--- config.mk ---
export PLATFORM = sky130hd
export DESIGN_NAME = uart_rx
export DESIGN_NICKNAME = d
export VERILOG_FILES = /design/src/rtl/uart_rx_pkg.sv /design/src/rtl/uart_rx.sv
export SDC_FILE = /design/constraint.sdc
export NUM_CORES = 1
export LEC_CHECK = 0
export ABC_AREA = 1
export CAP_MARGIN = 10
export CORE_MARGIN = 1
export CORE_UTILIZATION = 45
export DETAILED_ROUTE_END_ITERATION = 16
export SETUP_SLACK_MARGIN = 0.4
export SYNTH_ARGS = -nofsm -noshare
export SYNTH_HDL_FRONTEND = slang
export SYNTH_SLANG_ARGS = --single-unit
--- constraint.sdc ---
create_clock -name clk -period 1.81 [get_ports clk]
set_input_delay 0.362 -clock clk [delete_from_list [all_inputs] [get_ports clk]]
set_output_delay 0.362 -clock clk [all_outputs]
set_load 0.01 [all_outputs]
--- src/rtl/uart_rx_pkg.sv ---
// uart_rx_pkg: state encodings and frame timing constants shared by the UART receiver
package uart_rx_pkg;
    typedef enum logic [2:0] {
        IDLE    = 3'd0,
        DESFASO = 3'd1,
        ESPERO  = 3'd2,
        RECIBO  = 3'd3,
        FIN     = 3'd4
    } state_t;
    localparam int DATA_BITS  = 8;
    localparam int OVERSAMPLE = 16;
    localparam int HALF_BIT   = OVERSAMPLE / 2;
    localparam int WAIT_TICKS = OVERSAMPLE - 1;
endpackage

--- src/rtl/uart_rx.sv ---
// uart_rx: 16x-oversampled 8N1 receiver; clk/rst_n, rx serial in, d_out last byte, rx_done one-cycle strobe
module uart_rx #(
    parameter int DATA_BITS  = 8,
    parameter int OVERSAMPLE = 16
) (
    input  logic                 clk,
    input  logic                 rst_n,
    input  logic                 rx,
    output logic [DATA_BITS-1:0] d_out,
    output logic                 rx_done
);
    import uart_rx_pkg::*;
    localparam logic [3:0] half_end = 4'(OVERSAMPLE / 2 - 1);
    localparam logic [3:0] wait_end = 4'(OVERSAMPLE - 2);
    localparam logic [3:0] n_fin    = 4'(DATA_BITS);
    localparam logic [3:0] n_stop   = 4'(DATA_BITS + 1);
    state_t               current_state, next_state;
    logic [3:0]           s, s_next, n, n_next;
    logic [DATA_BITS-1:0] buffer, buffer_next;
    always_comb begin
        next_state  = current_state;
        s_next      = s;
        n_next      = n;
        buffer_next = buffer;
        case (current_state)
            IDLE: begin
                s_next     = '0;
                n_next     = '0;
                next_state = rx ? IDLE : DESFASO;
            end
            DESFASO: begin
                s_next     = (s == half_end) ? 4'd0 : s + 4'd1;
                next_state = (s == half_end) ? ESPERO : DESFASO;
            end
            ESPERO: begin
                s_next     = (s == wait_end) ? 4'd0 : s + 4'd1;
                next_state = (s != wait_end) ? ESPERO : (n < n_fin) ? RECIBO : (n == n_fin) ? FIN : IDLE;
            end
            RECIBO: begin
                buffer_next = {rx, buffer[DATA_BITS-1:1]};
                n_next      = n + 4'd1;
                next_state  = ESPERO;
            end
            FIN: begin
                n_next     = n_stop;
                next_state = ESPERO;
            end
            default: next_state = IDLE;
        endcase
    end
    // d_out and rx_done are loaded on the edge that enters FIN so both are valid during FIN
    always_ff @(posedge clk or negedge rst_n) begin
        if (!rst_n) begin
            current_state <= IDLE;
            s             <= '0;
            n             <= '0;
            buffer        <= '0;
            d_out         <= '0;
            rx_done       <= 1'b0;
        end else begin
            current_state <= next_state;
            s             <= s_next;
            n             <= n_next;
            buffer        <= buffer_next;
            d_out         <= (next_state == FIN) ? buffer_next : d_out;
            rx_done       <= (next_state == FIN);
        end
    end
endmodule

== Word level (Yosys, flattened, before mapping) ==
Index checks and enable logic that the tools add are counted.
Storage, ports and cells
  bits in registers: 28
  input port bits: 3
  word-level logic and storage cells: 33
  output and inout bits: 9
Operators by class
  reduce and logical (&&, ||, !) cells: 4
  order comparisons: 1
  add/subtract/negate cells: 2
  equal/unequal tests: 9
  muxes and demuxes: 11
Operators with widths (number)
  4-bit case mux with 3 select lines: 2
  3-bit case mux with 4 select lines: 1
  3-bit 2-to-1 mux: 3
  4-bit by 1-bit adder with 4-bit output (second input constant): 2
  4-bit equality test (second input constant): 2
  4-bit 2-to-1 mux: 2
  8-bit 2-to-1 mux: 1
  3-bit by 2-bit equality test with 1-bit output (second input constant): 2
  3-bit equality test (second input constant): 2
  3-bit nonzero test: 2
  4-bit by 3-bit equality test with 1-bit output (second input constant): 1
  4-bit < comparator (second input constant): 1
  4-bit inequality test (second input constant): 1
  3-bit by 1-bit equality test with 1-bit output (second input constant): 1
  3-bit zero test: 1
  2-bit 2-to-1 mux: 1
  2-bit OR reduction: 1
  1-bit 2-to-1 mux: 1

== Depth between registers and ports, before layout ==
Gate-level depths: netlist of the first run.
  depth in word-level cells: 6
  depth in mapped cells: 8
  gate-level depth less buffers: 8

== Least setup slack after synthesis of the first run ==
No wires, ideal clock.
  kind: reg-to-reg
  start: register s[0]
  end: register d_out[0]
  clock period less this slack: 1.274 ns
  cell stages (with the launch flop): 8
  setup slack: 0.536 ns
  arrival: 1.157 ns
  path buffers: 0
  cell sequence: dfrtp_1 -> inv_1 -> ha_1 -> nand3_4 -> nor2_8 -> nand2_4 -> nand2_1 -> nand2_1
On the way
  longest elaborated chain between the ends: 4
RTL lines
  start, declared: RTL line uart_rx.sv:18  | logic [3:0] s, s_next, n, n_next;
  start signal, assigned: RTL line uart_rx.sv:62  | s <= s_next;
  4-bit inequality test / 4-bit by 3-bit equality test with 1-bit output (equally long branches): RTL line uart_rx.sv:37, uart_rx.sv:33
  3-bit 2-to-1 mux / 2-bit 2-to-1 mux (equally long branches): RTL line uart_rx.sv:37, uart_rx.sv:33
  3-bit case mux with 4 select lines *: RTL line uart_rx.sv:25  | case (current_state)
  3-bit equality test *: RTL line uart_rx.sv:65  | d_out <= (next_state == FIN) ? buffer_next : d_out;
  end signal, assigned: RTL line uart_rx.sv:65
  end, declared: RTL line uart_rx.sv:9  | output logic [DATA_BITS-1:0] d_out,
Every way passes the cells marked *; elsewhere a longest branch is shown, timed or not.
A chain may end at the register's enable or synchronous reset.

== Final worst setup path of the first run ==
  start: register d_out[3]
  end: output d_out[3]
No word-level cell between the ends.

==> results of run 1 <==
## layout by cell type, fill, tap and decap left out, types with 2 or more instances in the layout
master / netlist / final
nor2_2: 2 / 2
nand2_2: 8 / 8
inv_1: 11 / 10
inv_2: 2 / 2
clkdlybuf4s15_1: 0 / 6
clkdlybuf4s50_1: 0 / 2
nand3_1: 19 / 18
nor2_1: 7 / 7
nand4_1: 11 / 11
buf_4: 0 / 15
dfrtp_1: 28 / 27
o21ai_1: 4 / 4
nand3_4: 2 / 3
nand2_1: 52 / 52
dlygate4sd2_1: 0 / 2
ha_1: 4 / 2
clkbuf_4: 0 / 3
o211ai_1: 2 / 2
## final cells by class
cell class	instances	area [sq um]
Fill cell	274	1252
Sequential cell	28	701.9
Multi-Input combinational cell	118	671.9
Timing Repair Buffer	27	242.7
Tap cell	44	55.05
Inverter	13	51.30
Clock inverter	1	30.03
Clock buffer	3	22.52
## cells by family after synthesis
family / synth area share (%)
buffers and inverters: 6.491
and+or+nand+nor: 37.19
AOI/OAI and AO/OA: 3.683
adders and majority gates: 3.509
DFF: 49.12
## metrics by stage
stage | area (sq um) | util [%]
5_1_grt | 1775 | 58.64
4_1_cts | 1659 | 54.79
3_5_place_dp | 1570 | 51.86
3_3_place_gp | 1570 | 51.86
6_report | 1775 | 58.64
2_1_floorplan | 1426 | -
## routing by layer
metal  share of wire (%)  GRT usage [%]
met3                 3.1          1.978
met5                   0              0
met2                  46          28.24
met4                 1.2          7.143
met1                  50          28.96
## state kept, by name (all words and copies together) (netlist names)
name	flops
buffer	8
n	4
rx_done	1
s	4
d_out	8
current_state	3
## timing repair
item                       in CTS  in global routing
setup buffers                   3                 10
gates resized for setup        10                 13
cloned                          1                  0
setup endpoints to repair      19                 23
pin swaps                       2                  2
## synthesized netlist by cell type (all sizes together)
cell     n  area, sq um
nand4   11        68.82
o21ai    5        25.02
nor3     1        16.27
nor2    10        58.81
nand3   21        130.1
dfrtp   28        700.7
ha       4        50.05
inv     13        48.80
nand2   61        256.5
buf      5        43.79
o211ai   2        15.01
a21oi    1        5.000
o21a     1        7.510
## path summary, 6_finish.rpt
| kind | end | slack (ns) | depth (start not counted) |
|---|---|---|---|
| max | d_out[3] | 0.43 | 1 |
| min | rx_done$_DFF_PN0_ | 0.37 | 2 |
| max reg2reg | d_out[7]$_DFFE_PN0N_ | 0.50 | 7 |
| min reg2reg | d_out[4]$_DFFE_PN0N_ | 0.51 | 2 |
| max in group asynchronous | s[1]$_DFFE_PN0P_ | 1.16 | 2 |
| min in group clk | d_out[4]$_DFFE_PN0N_ | 0.51 | 2 |
## where the power goes
part	switching [W]	internal [W]
Clock	0.000197	0.000224
Sequential	0.00000114	0.000628
Combinational	0.0000148	0.00000640
==> reports/results.ini, run 1 <==
[outcome]
status = completed

[detailed_routing]
wire_per_inst_um = 12.62
via_count = 1165
drtIter0Drc = 49
post-route-drc-count = 0
ant_nets = 0
viasPerCell = 4.979
finalWirelength_um = 2954
firstDrtPassIters = 4

[run]
cap_violations = 0

[placement]
place_congestion = 0.7947
place_inst = 216
place_ws_ns = 0.3924
port_buffers = 11
hpwl_um = 1954

[sta]
final-hold-violation-count = 0
max_slew_margin_pct = 75.74
fin_ws_ns = 0.4303
setup_viol_count_final = 0
holdWs_ns = 0.3733
timing.fmax_mhz = 724.8
max_slew.worst_pin.slew_ns = 0.3638
fin_worst_skew_ns = 0.002281
min_period_ns = 1.380
rsz0062_at_grt = no
slew_viol_final = 0
layout_worst_path_cycle_share_pct = 76.22
fin_setup_tns_ns = 0

[final_layout]
layout.cells.non_filler = 234
area_growth_pct = 24.47
finalNetCount = 198
n_antenna_cell = 0
layout-drive-gt1-share_pct = 22.63

[floorplanning]
die_w_um = 58.30
rows = 20
core_sq_um = 3028
dieArea_sq_um = 3399
start_util_pct = 47.11
ios = 12
die_h_um = 58.30

[logic_synthesis]
synthCells = 163
ys_ff_latch = 28
synth.distinct_cells = 21
yosysSeqAreaShare_pct = 49.12
synth.net_count = 170
syn-mean-instance-area_sq_um = 8.751
synth-warning-count = 0
syn-cell-area_sq_um = 1426

[pwr]
peakVddDrop_v = 0.0003114
power_per_cell_area_nw_per_um2 = 603.6
p_total_w = 0.001072
p_leak_nw = 0.9100

[global_route]
grt_max_degree = 29
antenna_found_initial = 0
grt_pass1_wl_um = 4878
track_usage_pct = 19.05
grt_pass1_vias = 1035
gr-total-overflow = 0

[worst_setup_path]
worst-setup-path-type = reg -> out
slowest_delay_ns = 0.40
crit_family = flip-flops
crit_fanout = 2
cp.arrival_ns = 1.02
required_ns = 1.45
cp-start-kind = flop
cpMaxStageDelayCell = dfrtp_1
crit_chain = dlygate4sd2_1
crit_path_start = d_out[3]$_DFFE_PN0N_
worstReg2RegStart = n[0]$_DFFE_PN0P_
cp-end-kind = output port
cp.buffers_inverters = 1

[clocking]
path_clk_slew_ns = 0.16
clock_path_buffers = 2
numCtsBuffers = 3
htreeDepth = 1
cts_tree = done
clk_latency_ns = 0.33
clkSinkCount = 28
ctsHoldBuffers = 0
clock-root-buffer = clkbuf_4

[worst_hold_path]
hp-class = in -> async

Power figures use the tool's default switching activity.
==> run 2, diff against run 1 <==
--- a/config.mk
+++ b/config.mk
@@ -10,6 +10,7 @@
 export CORE_MARGIN = 1
 export CORE_UTILIZATION = 45
 export DETAILED_ROUTE_END_ITERATION = 16
+export PLACE_DENSITY = 0.67
 export SETUP_SLACK_MARGIN = 0.4
 export SYNTH_ARGS = -nofsm -noshare
 export SYNTH_HDL_FRONTEND = slang
==> constraint.sdc (replaced) <==
create_clock -name clk -period 1.15 [get_ports clk]
set_input_delay 0.23 -clock clk [delete_from_list [all_inputs] [get_ports clk]]
set_output_delay 0.23 -clock clk [all_outputs]
set_load 0.01 [all_outputs]
==> reports/results.ini, run 2 (synthesis gave the netlist of run 1 again) <==
[outcome]
status = finished, violations left
violations = negative setup slack

[final_layout]
n_antenna_cell = 0  ; unchanged
top_regs = buffer: 8 flops, d_out: 8 flops
final_cell_mix = nand2_1, dfrtp_1, nand2_2
final_common_cell = nand2_1
final_area_sq_um = 2037  ; +15%
final_util_pct = 67.27  ; +8.6 points
finalNetCount = 215  ; +8.6%
layout-drive-gt1-share_pct = 46.86  ; +24 points
area_growth_pct = 42.81
layout.cells.non_filler = 251  ; +7.3%

[floorplanning]
die_h_um = 58.30  ; unchanged
core_sq_um = 3028  ; unchanged
start_util_pct = 47.11  ; unchanged
dieArea_sq_um = 3399  ; unchanged
die_w_um = 58.30  ; unchanged
rows = 20  ; unchanged
ios = 12  ; unchanged

[sta]
slew_viol_final = 0  ; unchanged
timing.fmax_mhz = 722.9
final-hold-violation-count = 0  ; unchanged
setup_viol_count_final = 18  ; +18
max_slew.worst_pin.slew_ns = 0.3441  ; -0.01970 ns
fin_ws_ns = -0.2334  ; -0.6637 ns
max_slew_margin_pct = 76.90  ; +1.2 points
layout_worst_path_cycle_share_pct = 120.3
fin_worst_skew_ns = 0.007679  ; +0.005398 ns
fin_setup_tns_ns = -2.202  ; -2.202 ns
rsz0062_at_grt = yes
min_period_ns = 1.383

[clocking]
numCtsBuffers = 3  ; unchanged
clkSinkCount = 28  ; unchanged
cts_tree = done
htreeDepth = 1  ; unchanged
clk_latency_ns = 0.34  ; about the same
path_clk_slew_ns = 0.16  ; about the same
clock-root-buffer = clkbuf_4
clock_path_buffers = 2  ; unchanged

[worst_setup_path]
crit_chain = inv_2 -> ha_4 -> buf_4 -> nand4_1 -> a21oi_2 -> nand2_1
crit_family = flip-flops
cpMaxStageDelayCell = dfrtp_1
slowest_delay_ns = 0.42  ; +0.02 ns
cp-end-kind = flop
cp-start-kind = flop
worst-setup-path-type = reg -> reg
required_ns = 1.38  ; -0.07 ns
crit_fanout = 2  ; unchanged
cp.arrival_ns = 1.62  ; +0.60 ns
cp.buffers_inverters = 2  ; +1

[detailed_routing]
via_count = 1329  ; +14%
post-route-drc-count = 0  ; unchanged
wire_per_inst_um = 15.20  ; +20%
firstDrtPassIters = 4  ; unchanged
drtIter0Drc = 51  ; +4.1%
viasPerCell = 5.295  ; +6.4%
ant_nets = 0  ; unchanged
finalWirelength_um = 3816  ; +29%

[run]
cap_violations = 0  ; unchanged

[pwr]
peakVddDrop_v = 0.0006894  ; +120%
p_leak_nw = 1.005  ; +10%
power_per_cell_area_nw_per_um2 = 829.7  ; +37%
p_total_w = 0.001690  ; +58%

[global_route]
track_usage_pct = 24.26  ; +5.2 points
grt_pass1_wl_um = 6106  ; +25%
grt_max_degree = 29  ; unchanged
grt_pass1_vias = 1285  ; +24%
gr-total-overflow = 0  ; unchanged
antenna_found_initial = 0  ; unchanged

[placement]
port_buffers = 11  ; unchanged
place_congestion = 0.7495  ; -5.7%
dpl_cell_area_sq_um = 1752  ; +12%
place_inst = 230  ; +6.5%
hpwl_um = 2257  ; +15%

[worst_hold_path]
hp-class = in -> async

-- run 2: path summary, 6_finish.rpt --
path | startpoint | to | slack (ns) | cells after the start
max in group asynchronous | rst_n | current_state[1]$_DFF_PN0_ | 0.75 | 2
min in group clk | d_out[3]$_DFFE_PN0N_ | d_out[3]$_DFFE_PN0N_ | 0.49 | 2
hold reg to reg | d_out[3]$_DFFE_PN0N_ | d_out[3]$_DFFE_PN0N_ | 0.49 | 2
setup / recovery | s[0]$_DFFE_PN0P_ | current_state[1]$_DFF_PN0_ | -0.23 | 6
hold / removal | rst_n | buffer[5]$_DFF_PN0_ | 0.23 | 2
setup reg to reg | s[0]$_DFFE_PN0P_ | current_state[1]$_DFF_PN0_ | -0.23 | 6
-- run 2: per-stage QoR --
step | worst slack, ns | hold slack [ns]
global placement | -0.1131 | 0.4587
floorplan | -0.08310 | -0.06559
finish | -0.2334 | 0.2299
CTS | -0.1487 | 0.2351
global route | -0.2694 | 0.2352
detailed placement | -0.2046 | 0.4580
-- run 2: where the power goes --
group | switching [W] | internal [W]
combinational | 0.0000248 | 0.0000162
sequential | 0.00000238 | 0.000988
clock | 0.000305 | 0.000353
total | 0.000332 | 0.00136
-- run 2: area by class of cell --
cell class	count	area [sq um]
Clock inverter	1	30.03
Multi-Input combinational cell	119	777.0
Inverter	13	51.30
Clock buffer	3	22.52
Timing Repair Buffer	43	396.6
Tap cell	44	55.05
Sequential cell	28	704.4
Fill cell	243	991.0
-- run 2: metal layers --
metal / wire (um) / global-route usage [%] / vias up
li1: - / - / 626
met1: 1599 / 30.40 / 643
met2: 1891 / 40.56 / 46
met3: 191 / 4.396 / 14
met4: 133 / 11.90 / 0
met5: 0 / 0 / -
-- run 2: timing repair --
action,CTS,global route
setup endpoints to repair,37,37
pin swaps,17,10
gates resized for setup,65,10
cloned,5,0
hold buffers,0,0
buffers inserted,10,2
